## config.mk

```make
export PLATFORM = sky130hd
export DESIGN_NAME = hazard_scoreboard
export DESIGN_NICKNAME = d
export VERILOG_FILES = /design/src/rtl/hazard_pkg.sv /design/src/rtl/hazard_src_match.sv /design/src/rtl/hazard_scoreboard.sv
export SDC_FILE = /design/constraint.sdc
export NUM_CORES = 1
export LEC_CHECK = 0
export ABC_CLOCK_PERIOD_IN_PS = 2600
export BUFFER_PORTS_ARGS = -buffer_cell sky130_fd_sc_hd__clkbuf_2
export CELL_PAD_IN_SITES_DETAIL_PLACEMENT = 0
export CELL_PAD_IN_SITES_GLOBAL_PLACEMENT = 1
export CORE_MARGIN = 2
export CORE_UTILIZATION = 30
export DETAILED_ROUTE_END_ITERATION = 12
export PLACE_DENSITY = 0.72
export SLEW_MARGIN = 0
export SYNTH_ARGS = -nofsm -noshare
export SYNTH_HDL_FRONTEND = slang
export SYNTH_SLANG_ARGS = --single-unit
```

## constraint.sdc

```tcl
create_clock -name clock -period 2.6 [get_ports clock]
set_input_delay 0.52 -clock clock [delete_from_list [all_inputs] [get_ports clock]]
set_output_delay 0.52 -clock clock [all_outputs]
set_load 0.1 [all_outputs]
```

## src/rtl/hazard_pkg.sv

```systemverilog
// hazard_pkg: shared types and helpers for the hazard scoreboard.
//   entry_t     - one tracked in-flight instruction {valid, wr, rd, is_load}
//   fwd_sel_e   - operand source select encodings (regfile / EXWB ALU / EXWB DMEM)
//   sat_inc     - saturating increment for counters up to MAX_CNT_W bits
package hazard_pkg;

   // Entries carry the widest supported register address; narrower
   // instances zero-extend on entry and on compare.
   localparam int unsigned MAX_AW    = 16;
   localparam int unsigned MAX_CNT_W = 32;

   typedef struct packed {
      logic              valid;
      logic              wr;
      logic [MAX_AW-1:0] rd;
      logic              is_load;
   } entry_t;

   localparam entry_t BUBBLE = '0;

   typedef enum logic [1:0] {
      FWD_REG  = 2'd0,
      FWD_ALU  = 2'd1,
      FWD_DMEM = 2'd2
   } fwd_sel_e;

   // Increment v, holding at the all-ones value of a w-bit counter.
   function automatic logic [MAX_CNT_W-1:0] sat_inc(input logic [MAX_CNT_W-1:0] v,
                                                    input int unsigned         w);
      logic [MAX_CNT_W-1:0] top;
      if (w >= MAX_CNT_W) top = '1;
      else                top = (MAX_CNT_W'(1) << w) - MAX_CNT_W'(1);
      return (v >= top) ? v : v + MAX_CNT_W'(1);
   endfunction

endpackage

```

## src/rtl/hazard_src_match.sv

```systemverilog
// hazard_src_match: compares one ID source register against every tracked entry.
//   src, used        - source address and its read-enable
//   entries          - tracked stages, entry 0 = EX, entry DEPTH-1 = WB
//   any_young_match  - hit in entries 0..DEPTH-2 (never forwardable)
//   wb_match         - hit in entry DEPTH-1
//   wb_is_load       - entry DEPTH-1 carries a load result
module hazard_src_match
   import hazard_pkg::*;
#(
   parameter int unsigned REG_AW  = 6,
   parameter int unsigned DEPTH   = 2,
   parameter int unsigned R0_ZERO = 0
) (
   input  logic [REG_AW-1:0] src,
   input  logic              used,
   input  entry_t            entries [DEPTH],
   output logic              any_young_match,
   output logic              wb_match,
   output logic              wb_is_load
);

   logic             src_is_r0;
   logic [DEPTH-1:0] hit;

   assign src_is_r0 = (R0_ZERO != 0) && (src == '0);

   always_comb begin
      hit             = '0;
      any_young_match = 1'b0;
      for (int unsigned i = 0; i < DEPTH; i++) begin
         hit[i] = used & ~src_is_r0 & entries[i].valid & entries[i].wr &
                  (entries[i].rd == MAX_AW'(src));
      end
      for (int unsigned i = 0; i + 1 < DEPTH; i++) begin
         any_young_match = any_young_match | hit[i];
      end
   end

   assign wb_match   = hit[DEPTH-1];
   assign wb_is_load = entries[DEPTH-1].is_load;

endmodule

```

## src/rtl/hazard_scoreboard.sv

```systemverilog
// hazard_scoreboard: RAW-hazard stall / branch-flush controller for the IF/ID/EX/WB core.
// Tracks DEPTH in-flight writers after ID, stalls ID on a RAW hit, flushes on a taken
// WB branch, and counts stall and flush cycles (saturating).
// Ports:
//   clock, reset (sync, active-high)
//   id_valid, id_rs/id_rs_used, id_rt/id_rt_used, id_rd/id_rd_wr, id_is_load - ID instruction
//   br_taken                 - WB-stage branch/jump taken
//   stall, flush             - PC/IFID hold + IDEX bubble, IFID/IDEX invalidate
//   fwd_a_sel, fwd_b_sel     - IDEX operand sources (0 regfile, 1 EXWB ALU, 2 EXWB DMEM)
//   stall_cnt, flush_cnt     - saturating perf counters
// Build option: define FORWARD_EN to forward from the WB entry instead of stalling on it.
module hazard_scoreboard
   import hazard_pkg::*;
#(
   parameter int unsigned REG_AW  = 6,
   parameter int unsigned DEPTH   = 2,
   parameter int unsigned R0_ZERO = 0,
   parameter int unsigned CNT_W   = 16
) (
   input  logic              clock,
   input  logic              reset,
   input  logic              id_valid,
   input  logic [REG_AW-1:0] id_rs,
   input  logic              id_rs_used,
   input  logic [REG_AW-1:0] id_rt,
   input  logic              id_rt_used,
   input  logic [REG_AW-1:0] id_rd,
   input  logic              id_rd_wr,
   input  logic              id_is_load,
   input  logic              br_taken,
   output logic              stall,
   output logic              flush,
   output logic [1:0]        fwd_a_sel,
   output logic [1:0]        fwd_b_sel,
   output logic [CNT_W-1:0]  stall_cnt,
   output logic [CNT_W-1:0]  flush_cnt
);

   entry_t pipe [DEPTH];
   entry_t id_entry;
   logic   young_a, wb_a, wb_ld_a;
   logic   young_b, wb_b, wb_ld_b;
   logic   hazard;
   logic   issue;

   hazard_src_match #(.REG_AW(REG_AW), .DEPTH(DEPTH), .R0_ZERO(R0_ZERO)) u_match_rs (
      .src             (id_rs),
      .used            (id_rs_used),
      .entries         (pipe),
      .any_young_match (young_a),
      .wb_match        (wb_a),
      .wb_is_load      (wb_ld_a)
   );

   hazard_src_match #(.REG_AW(REG_AW), .DEPTH(DEPTH), .R0_ZERO(R0_ZERO)) u_match_rt (
      .src             (id_rt),
      .used            (id_rt_used),
      .entries         (pipe),
      .any_young_match (young_b),
      .wb_match        (wb_b),
      .wb_is_load      (wb_ld_b)
   );

`ifdef FORWARD_EN
   assign hazard = id_valid & (young_a | young_b);
`else
   assign hazard = id_valid & (young_a | young_b | wb_a | wb_b);
   logic unused_wb_ld;
   assign unused_wb_ld = wb_ld_a ^ wb_ld_b;
`endif

   always_comb begin
      stall     = 1'b0;
      flush     = 1'b0;
      fwd_a_sel = FWD_REG;
      fwd_b_sel = FWD_REG;
      if (!reset) begin
         flush = br_taken;
         // A taken branch kills the ID instruction, so its hazard is moot.
         stall = hazard & ~br_taken;
`ifdef FORWARD_EN
         if (id_valid && !stall) begin
            if (wb_a) fwd_a_sel = wb_ld_a ? FWD_DMEM : FWD_ALU;
            if (wb_b) fwd_b_sel = wb_ld_b ? FWD_DMEM : FWD_ALU;
         end
`endif
      end
   end

   assign issue = id_valid & ~stall & ~flush;

   always_comb begin
      id_entry         = BUBBLE;
      id_entry.valid   = 1'b1;
      id_entry.wr      = id_rd_wr;
      id_entry.rd      = MAX_AW'(id_rd);
      id_entry.is_load = id_is_load;
   end

   always_ff @(posedge clock) begin
      if (reset) begin
         for (int unsigned i = 0; i < DEPTH; i++) pipe[i] <= BUBBLE;
         stall_cnt <= '0;
         flush_cnt <= '0;
      end else begin
         pipe[0] <= issue ? id_entry : BUBBLE;
         // Flush clears everything younger than WB; the WB slot still shifts.
         for (int unsigned i = 1; i < DEPTH; i++) begin
            pipe[i] <= (flush && (i + 1 < DEPTH)) ? BUBBLE : pipe[i-1];
         end
         if (stall) stall_cnt <= CNT_W'(sat_inc(MAX_CNT_W'(stall_cnt), CNT_W));
         if (flush) flush_cnt <= CNT_W'(sat_inc(MAX_CNT_W'(flush_cnt), CNT_W));
      end
   end

endmodule

```

==> metrics.txt, run 1 <==
status finished clean; n_diodes 0; wire per inst 12.6 um; register share of total power 0.553; clk slew on worst S/H paths 0.08 ns; Syn Area/Cell 9.02 um^2; Final Max Tran Viols 0; worst-margin pin slew 0.552 ns; reg2reg setup slack 0.31 ns; post-synthesis register bit count 48; first-pass GRT wire length 8880 um; cell taking the most area after synthesis dfxtp_1; Clk pwr share 0.336; Finished Layout Cells 428; Static Leak 1.12 nW; skew final 0.00631 ns; worst-path maximum fanout 3; GR Util All Layers 0.128; clk_lat worst skew 0.29 ns; Port Buffers 58; register area share after synthesis 0.405; switching portion of total power 0.263; I/O pins 64; Starting Density 0.309; CTS Root Buffer Type clkbuf_8; Max Cap Viol 0; Max VDD drop 0.189 mV; largest net degree at the start of global routing 29; NumNets Final 353; Final Cycle Share 0.896; final wirelength 5390 um; max incr delay on CP 0.40 ns; P&R area growth vs syn 22.6%; yosys warns 0; core area 0.00769 mm^2; Detail Route Antenna Nets 0; Most used DFF post-synth dfxtp_1; Comb power frac 0.111; fraction of layout cells with a size suffix above 1 0.270; Vias/cell 4.90; setup repair after global routing missed its margin false; Syn Std Cell Area 0.00237 mm^2; DRC errors left 0; die width 93.0 um; initial antenna violation count 0; Setup violations, final 0; vias in the first global route 1,950; crit path capture type primary output; Syn Inst Count 263; CP Class register to primary output; Int Pwr 0.00100 W; Crit path required time 2.08 ns; hold buffers post-CTS 0; Die Ht 93.0 um; fmax 0.429 GHz; crit path launch type register; GPL Wtd Cong 0.806; CTS tree yes; relative slew slack 0.634; Worst path slowest cell nor4_2; share of Yosys cell area claimed by the top area cell type 0.405; EDFF count, synth 0; CTS resizes 0; Placed Instances 419; total gr overflow 0; Async S/R FF share, synth 0; critical path data arrival time 1.81 ns; synth top area cells dfxtp_1 40%, xnor2_1 8.9%, a21oi_1 4.0%; hold crit path type input pin to register; row count 32; Psw 0.000358 W; TritonCTS Buffers 5; P per Cell Area 467 mW/mm^2; TNS Setup 0 ns; Iter 0 DRT Violations 59; Final Util 0.379; DR pass1 iterations 4; Synth cell types 40; Clock Sinks 48; H-tree depth 2; DP Wirelength 4090 um; Die Footprint 0.00864 mm^2; Final Hold Fails 0; CTS max path bufs 2; CP cell instances xnor2_1 > nand4_1 > nor4_2 > nor4_4 > nor2b_4 > buf_12; Vias 2,099; minimum clock period 2.33 ns
## critical path, delay by kind of cell, from the launching register on
family / cells / cell delay [ns]
xor gates and xnor gates: 1 / 0.14
buffers and inverters: 1 / 0.18
DFF: 1 / 0.38
and+or+nand+nor: 4 / 0.80
## stage by stage
stage / hold slack, ns / cell area [um^2] / setup WS (ns) / power [W]
6_report: 0.450 / 2910 / 0.269 / 0.00136
3_3_place_gp: 0.474 / 2810 / 0.0123 / 0.000922
2_1_floorplan: 0.459 / 2400 / 0.0784 / 0.000882
5_1_grt: 0.442 / 2910 / 0.110 / 0.00143
3_5_place_dp: 0.483 / 2810 / 0.0137 / 0.000923
4_1_cts: 0.440 / 2910 / 0.243 / 0.00139
## Yosys cell counts, drive strengths merged, types with 7 or more instances
master / instances
dfxtp: 48
xnor2: 24
a21oi: 19
nor2: 15
nand3: 14
nor2b: 14
and3: 12
o21ai: 12
nand4: 11
or3: 10
nand2: 9
buf: 8
xor2: 8
nor3: 7
## final timing paths
path | start | endpoint | cells after the start
worst max-delay path | pipe[23]$_SDFF_PP0_ | stall | 6
worst min-delay path | id_rd[4] | pipe[24]$_SDFF_PP0_ | 2
worst max register to register | pipe[23]$_SDFF_PP0_ | stall_cnt[8]$_SDFFE_PP0P_ | 8
worst min register to register | stall_cnt[5]$_SDFFE_PP0P_ | stall_cnt[5]$_SDFFE_PP0P_ | 2
## sequential cells by signal (all words and copies together), names as in the netlist
| signal | count |
|---|---|
| flush_cnt | 16 |
| pipe | 16 |
| stall_cnt | 16 |
## kinds of logic after synthesis
logic type,count (synthesis),synth area share
AO/OA/AOI/OAI,41,0.101
multiplexers,5,0.0232
buffers and inverters,18,0.0390
AND/OR/NAND/NOR,116,0.302
adder cells (fa/ha/maj),2,0.0105
other,1,0.00158
XOR/XNOR,32,0.118
flip-flops,48,0.405
## power by group through the flow
stage	Sequential, W	Combinational (W)	Clock, W
6_report	0.000752	0.000151	0.000457
5_1_grt	0.000754	0.000163	0.000512
4_1_cts	0.000752	0.000153	0.000484
3_5_place_dp	0.000770	0.000153	0
3_3_place_gp	0.000770	0.000152	0
2_1_floorplan	0.000792	0.0000903	0
## cells in the final DEF (no fill, tap or decap), types with 11 or more instances in the layout
cell type	instances
clkbuf_2	56
xnor2_1	24
nand4_1	11
dfxtp_1	48
and3_1	12
a21oi_1	19
nor2b_1	12
nand3_1	14
nor2_1	15
## timing repair
item | in CTS | in global routing
endpoints found under the setup margin | 1 | 0
buffers inserted | 1 | 0
hold endpoints to repair | 0 | 0
## per-layer routing
layer	track usage	vias to the layer above	part of all wire
met5	0	-	0
met4	0.0331	0	0.010
met3	0.0415	6	0.055
met2	0.212	43	0.48
met1	0.161	989	0.46
li1	-	1061	-
## area by class of cell
type,instances,area (um^2)
Multi-Input combinational cell,200,1350
Clock buffer,6,82.6
Sequential cell,48,961
Timing Repair Buffer,66,368
Clock inverter,2,10.0
Fill cell,814,4780
Inverter,4,15.0
Tap cell,102,128
Power figures use the tool's default switching activity.
==> inputs of run 2 (changes only) <==
ABC_CLOCK_PERIOD_IN_PS = 2200   (was 2600)
GPL_TIMING_DRIVEN = 1   (was unset)
PLACE_DENSITY = 0.71   (was 0.72)
SYNTH_HIERARCHICAL = 1   (was unset)
clock period = 2.2 ns   (was 2.6 ns; I/O delays follow)
==> metrics.txt, run 2 <==
Max VDD drop 0.225 mV; CTS tree yes; Placed Instances 525; hold buffers post-CTS 0; Regs by FF count flush_cnt (16), pipe (16), stall_cnt (16); row count 34; setup ws final -0.233 ns; Finished Layout Cells 538; Multi-input gate area 0.00196 mm^2; fmax 0.411 GHz; Port Buffers 58; Vias 2,668; initial antenna violation count 0; status finished with violations; DRC errors left 0; fraction of layout cells with a size suffix above 1 0.367; GPL Wtd Cong 0.838; n_diodes 0; most frequent cells in the layout 56 x clkbuf_2, 44 x conb_1, 28 x dfxtp_2, 23 x nand2_1, 23 x buf_4; yosys warns 6; die width 97.7 um; clk slew on worst S/H paths 0.08 ns; hold crit path type input pin to register; P per Cell Area 476 mW/mm^2; crit path capture type primary output; Vias/cell 4.96; Die Footprint 0.00955 mm^2; Syn Std Cell Area 0.00264 mm^2; TritonCTS Buffers 5; CP Class register to primary output; Clock Sinks 48; CTS max path bufs 2; worst-path maximum fanout 4; WHS 0.369 ns; Syn Inst Count 311; relative slew slack 0.575; skew final 0.0107 ns; setup repair after global routing missed its margin true; TNS Setup -2.04 ns; failing checks negative setup slack; P&R area growth vs syn 43.3%; total gr overflow 0; Setup violations, final 12; Final Cycle Share 1.11; CTS Root Buffer Type clkbuf_8; crit path launch type register; core area 0.00864 mm^2; final wirelength 7490 um; NumNets Final 457; minimum clock period 2.43 ns; fillers 857; critical path data arrival time 1.99 ns; Detail Route Antenna Nets 0; Syn Area/Cell 8.47 um^2; largest net degree at the start of global routing 24; H-tree depth 2; Static Leak 1.58 nW; DR pass1 iterations 4; DP Wirelength 5430 um; Crit path required time 1.76 ns; Die Ht 97.7 um; worst-margin pin slew 0.637 ns; Final Max Tran Viols 0; I/O pins 64; vias in the first global route 2,603; first-pass GRT wire length 12,400 um; GR Util All Layers 0.158; clk_lat worst skew 0.30 ns; Starting Density 0.305; reg2reg setup slack -0.23 ns; Final Hold Fails 0; most common cell after layout, fill and taps aside clkbuf_2; wire per inst 13.9 um; Iter 0 DRT Violations 71; Max Cap Viol 0; Sequential Area 996 um^2
==> run 2: cell count changes in the layout (fill, tap and decap cells not counted), sizes merged, moves of 8 or more <==
cell,before,now
xnor2,24,12
nand2,9,25
nor4,6,20
o311ai,0,8
buf,10,27
conb,4,44
==> run 2: timing repair <==
item	4_1_cts	5_1_grt
resized for setup	21	21
pin swaps	6	9
endpoints found under the setup margin	13	17
setup buffers	5	0
==> run 2: power by group <==
part | switching (W) | internal, W | leakage [nW]
Clock | 0.000296 | 0.000401 | 0.0645
Sequential | 0.0000116 | 0.000879 | 0.402
Combinational | 0.000142 | 0.0000675 | 1.11
Total | 0.000449 | 0.00135 | 1.58
==> run 2: worst max-delay path: stages (launching register included) <==
cell,delay (ns)
dfxtp_2,0.34
or2b_1,0.22
o2111ai_1,0.13
nor4_4,0.10
or4_4,0.52
nand2_4,0.11
clkinvlp_4,0.11
buf_12,0.17
==> run 2: layout make-up <==
type	instances	share of cell area
clock buffers	7	0.0255
clock inverters	1	0.00795
inverters	9	0.00994
multi-input cells	282	0.520
flip-flops and latches	48	0.264
well taps	108	0.0358
repair buffers	83	0.137
==> run 2: through the flow <==
stage          power, W  cell area [um^2]  utilization  setup slack (ns)
2_1_floorplan   0.00105              2840            -            -0.386
6_report        0.00180              3770        0.437            -0.233
3_5_place_dp    0.00111              3370        0.390            -0.458
5_1_grt         0.00188              3770        0.437            -0.356
4_1_cts         0.00182              3650        0.423            -0.253
3_3_place_gp    0.00111              3370        0.390            -0.407
==> run 2: path summary, 6_finish.rpt <==
kind / depth (start not counted) / end / start
setup reg to reg: 7 / stall_cnt[9]$_SDFFE_PP0P_ / pipe[4]$_SDFF_PP0_
setup / recovery: 7 / stall / pipe[4]$_SDFF_PP0_
hold reg to reg: 1 / flush_cnt[15]$_SDFFE_PP0P_ / flush_cnt[15]$_SDFFE_PP0P_
hold / removal: 2 / pipe[24]$_SDFF_PP0_ / id_rd[4]
==> run 2: per-layer routing <==
metal  track usage  vias to the layer above  wire, um
li1              -                     1374         -
met1         0.190                     1224      3320
met2         0.281                       59      3750
met3        0.0324                       11       299
met4        0.0502                        0       124
met5             0                        -         0
==> inputs of run 3 (changes only) <==
HOLD_SLACK_MARGIN = 0.06   (was unset)
SKIP_CTS_REPAIR_TIMING = 1   (was unset)
==> metrics.txt, run 3 (synthesis gave the netlist of run 2 again) <==
H-tree depth 2; CTS max path bufs 2; fraction of layout cells with a size suffix above 1 0.343; Vias 2,681; Final Cycle Share 1.11; NumNets Final 455; skew final 0.00983 ns; fillers 873; Iter 0 DRT Violations 103; final wirelength 7330 um; DR pass1 iterations 5; Crit path required time 1.76 ns; vias in the first global route 2,520; Setup violations, final 10; GPL Wtd Cong 0.838; Finished Layout Cells 536; n_diodes 0; first-pass GRT wire length 11,900 um; crit path launch type register; worst-margin pin slew 0.554 ns; Placed Instances 525; status finished with violations; Final Max Tran Viols 0; Port Buffers 58; failing checks negative setup slack; Die Footprint 0.00955 mm^2; I/O pins 64; die width 97.7 um; critical path data arrival time 1.99 ns; Static Leak 1.51 nW; relative slew slack 0.633; DRC errors left 0; Clock Sinks 48; CTS Root Buffer Type clkbuf_8; P per Cell Area 488 mW/mm^2; clk slew on worst S/H paths 0.08 ns; Max VDD drop 0.228 mV; GR Util All Layers 0.150; DP Wirelength 5430 um; setup repair after global routing missed its margin true; hold crit path type input pin to register; minimum clock period 2.43 ns; crit path capture type primary output; Final Util 0.425; setup ws final -0.233 ns; Starting Density 0.305; Die Ht 97.7 um; P&R area growth vs syn 39.3%; core area 0.00864 mm^2; Regs by FF count flush_cnt (16), pipe (16), stall_cnt (16); wire per inst 13.7 um; most common cell after layout, fill and taps aside clkbuf_2; total gr overflow 0; row count 34; Vias/cell 5.00; largest net degree at the start of global routing 24; TritonCTS Buffers 5; worst-path maximum fanout 4; most frequent cells in the layout 56 x clkbuf_2, 44 x conb_1, 28 x dfxtp_2, 23 x nand2_1; clk_lat worst skew 0.30 ns; fmax 0.411 GHz; CTS tree yes; Max Cap Viol 0; Detail Route Antenna Nets 0; Final Hold Fails 0; CP Class register to primary output; initial antenna violation count 0
-- run 3: layout make-up --
class                   instances  area (um^2)  area share
multi-input cells             282         1860       0.508
clock inverters                 1         30.0     0.00818
clock buffers                   7         96.3      0.0263
repair buffers                 81          512       0.139
inverters                       9         37.5      0.0102
well taps                     108          135      0.0368
flip-flops and latches         48          996       0.271
-- run 3: stage by stage --
stage / setup slack, ns / area [um^2] / hold WS (ns) / total power [W] / TNS [ns]
2_1_floorplan: -0.386 / 2840 / 0.461 / 0.00105 / -2.60
5_1_grt: -0.337 / 3670 / 0.365 / 0.00188 / -2.90
3_5_place_dp: -0.458 / 3370 / 0.474 / 0.00111 / -4.91
6_report: -0.233 / 3670 / 0.371 / 0.00179 / -1.56
3_3_place_gp: -0.407 / 3370 / 0.460 / 0.00111 / -4.63
4_1_cts: -0.405 / 3490 / 0.359 / 0.00182 / -2.19
-- run 3: report_power, final --
group          switching (W)  internal, W  total (W)
clock               0.000294     0.000401   0.000696
combinational       0.000139    0.0000669   0.000206
sequential         0.0000113     0.000879   0.000890
-- run 3: path summary, 6_finish.rpt --
kind	startpoint	slack, ns	cells after the start	end
worst max register to register	pipe[4]$_SDFF_PP0_	-0.22	7	stall_cnt[9]$_SDFFE_PP0P_
worst min register to register	flush_cnt[15]$_SDFFE_PP0P_	0.49	1	flush_cnt[15]$_SDFFE_PP0P_
worst max-delay path	pipe[1]$_SDFF_PP0_	-0.23	7	stall
worst min-delay path	id_rd[4]	0.37	2	pipe[24]$_SDFF_PP0_
-- run 3: routing by layer --
layer	wire, um	share of wire	global-route usage
met1	3260	0.44	0.189
met2	3660	0.50	0.259
met3	330	0.045	0.0331
met4	86	0.012	0.0417
met5	0	0	0
-- run 3: critical path, cell delays in order, from the launching register on --
cell        delay, ns
dfxtp_2          0.35
xor2_1           0.20
a2111o_1         0.16
nor4_4           0.05
or4_4            0.54
nand2_8          0.11
clkinvlp_4       0.12
buf_12           0.18
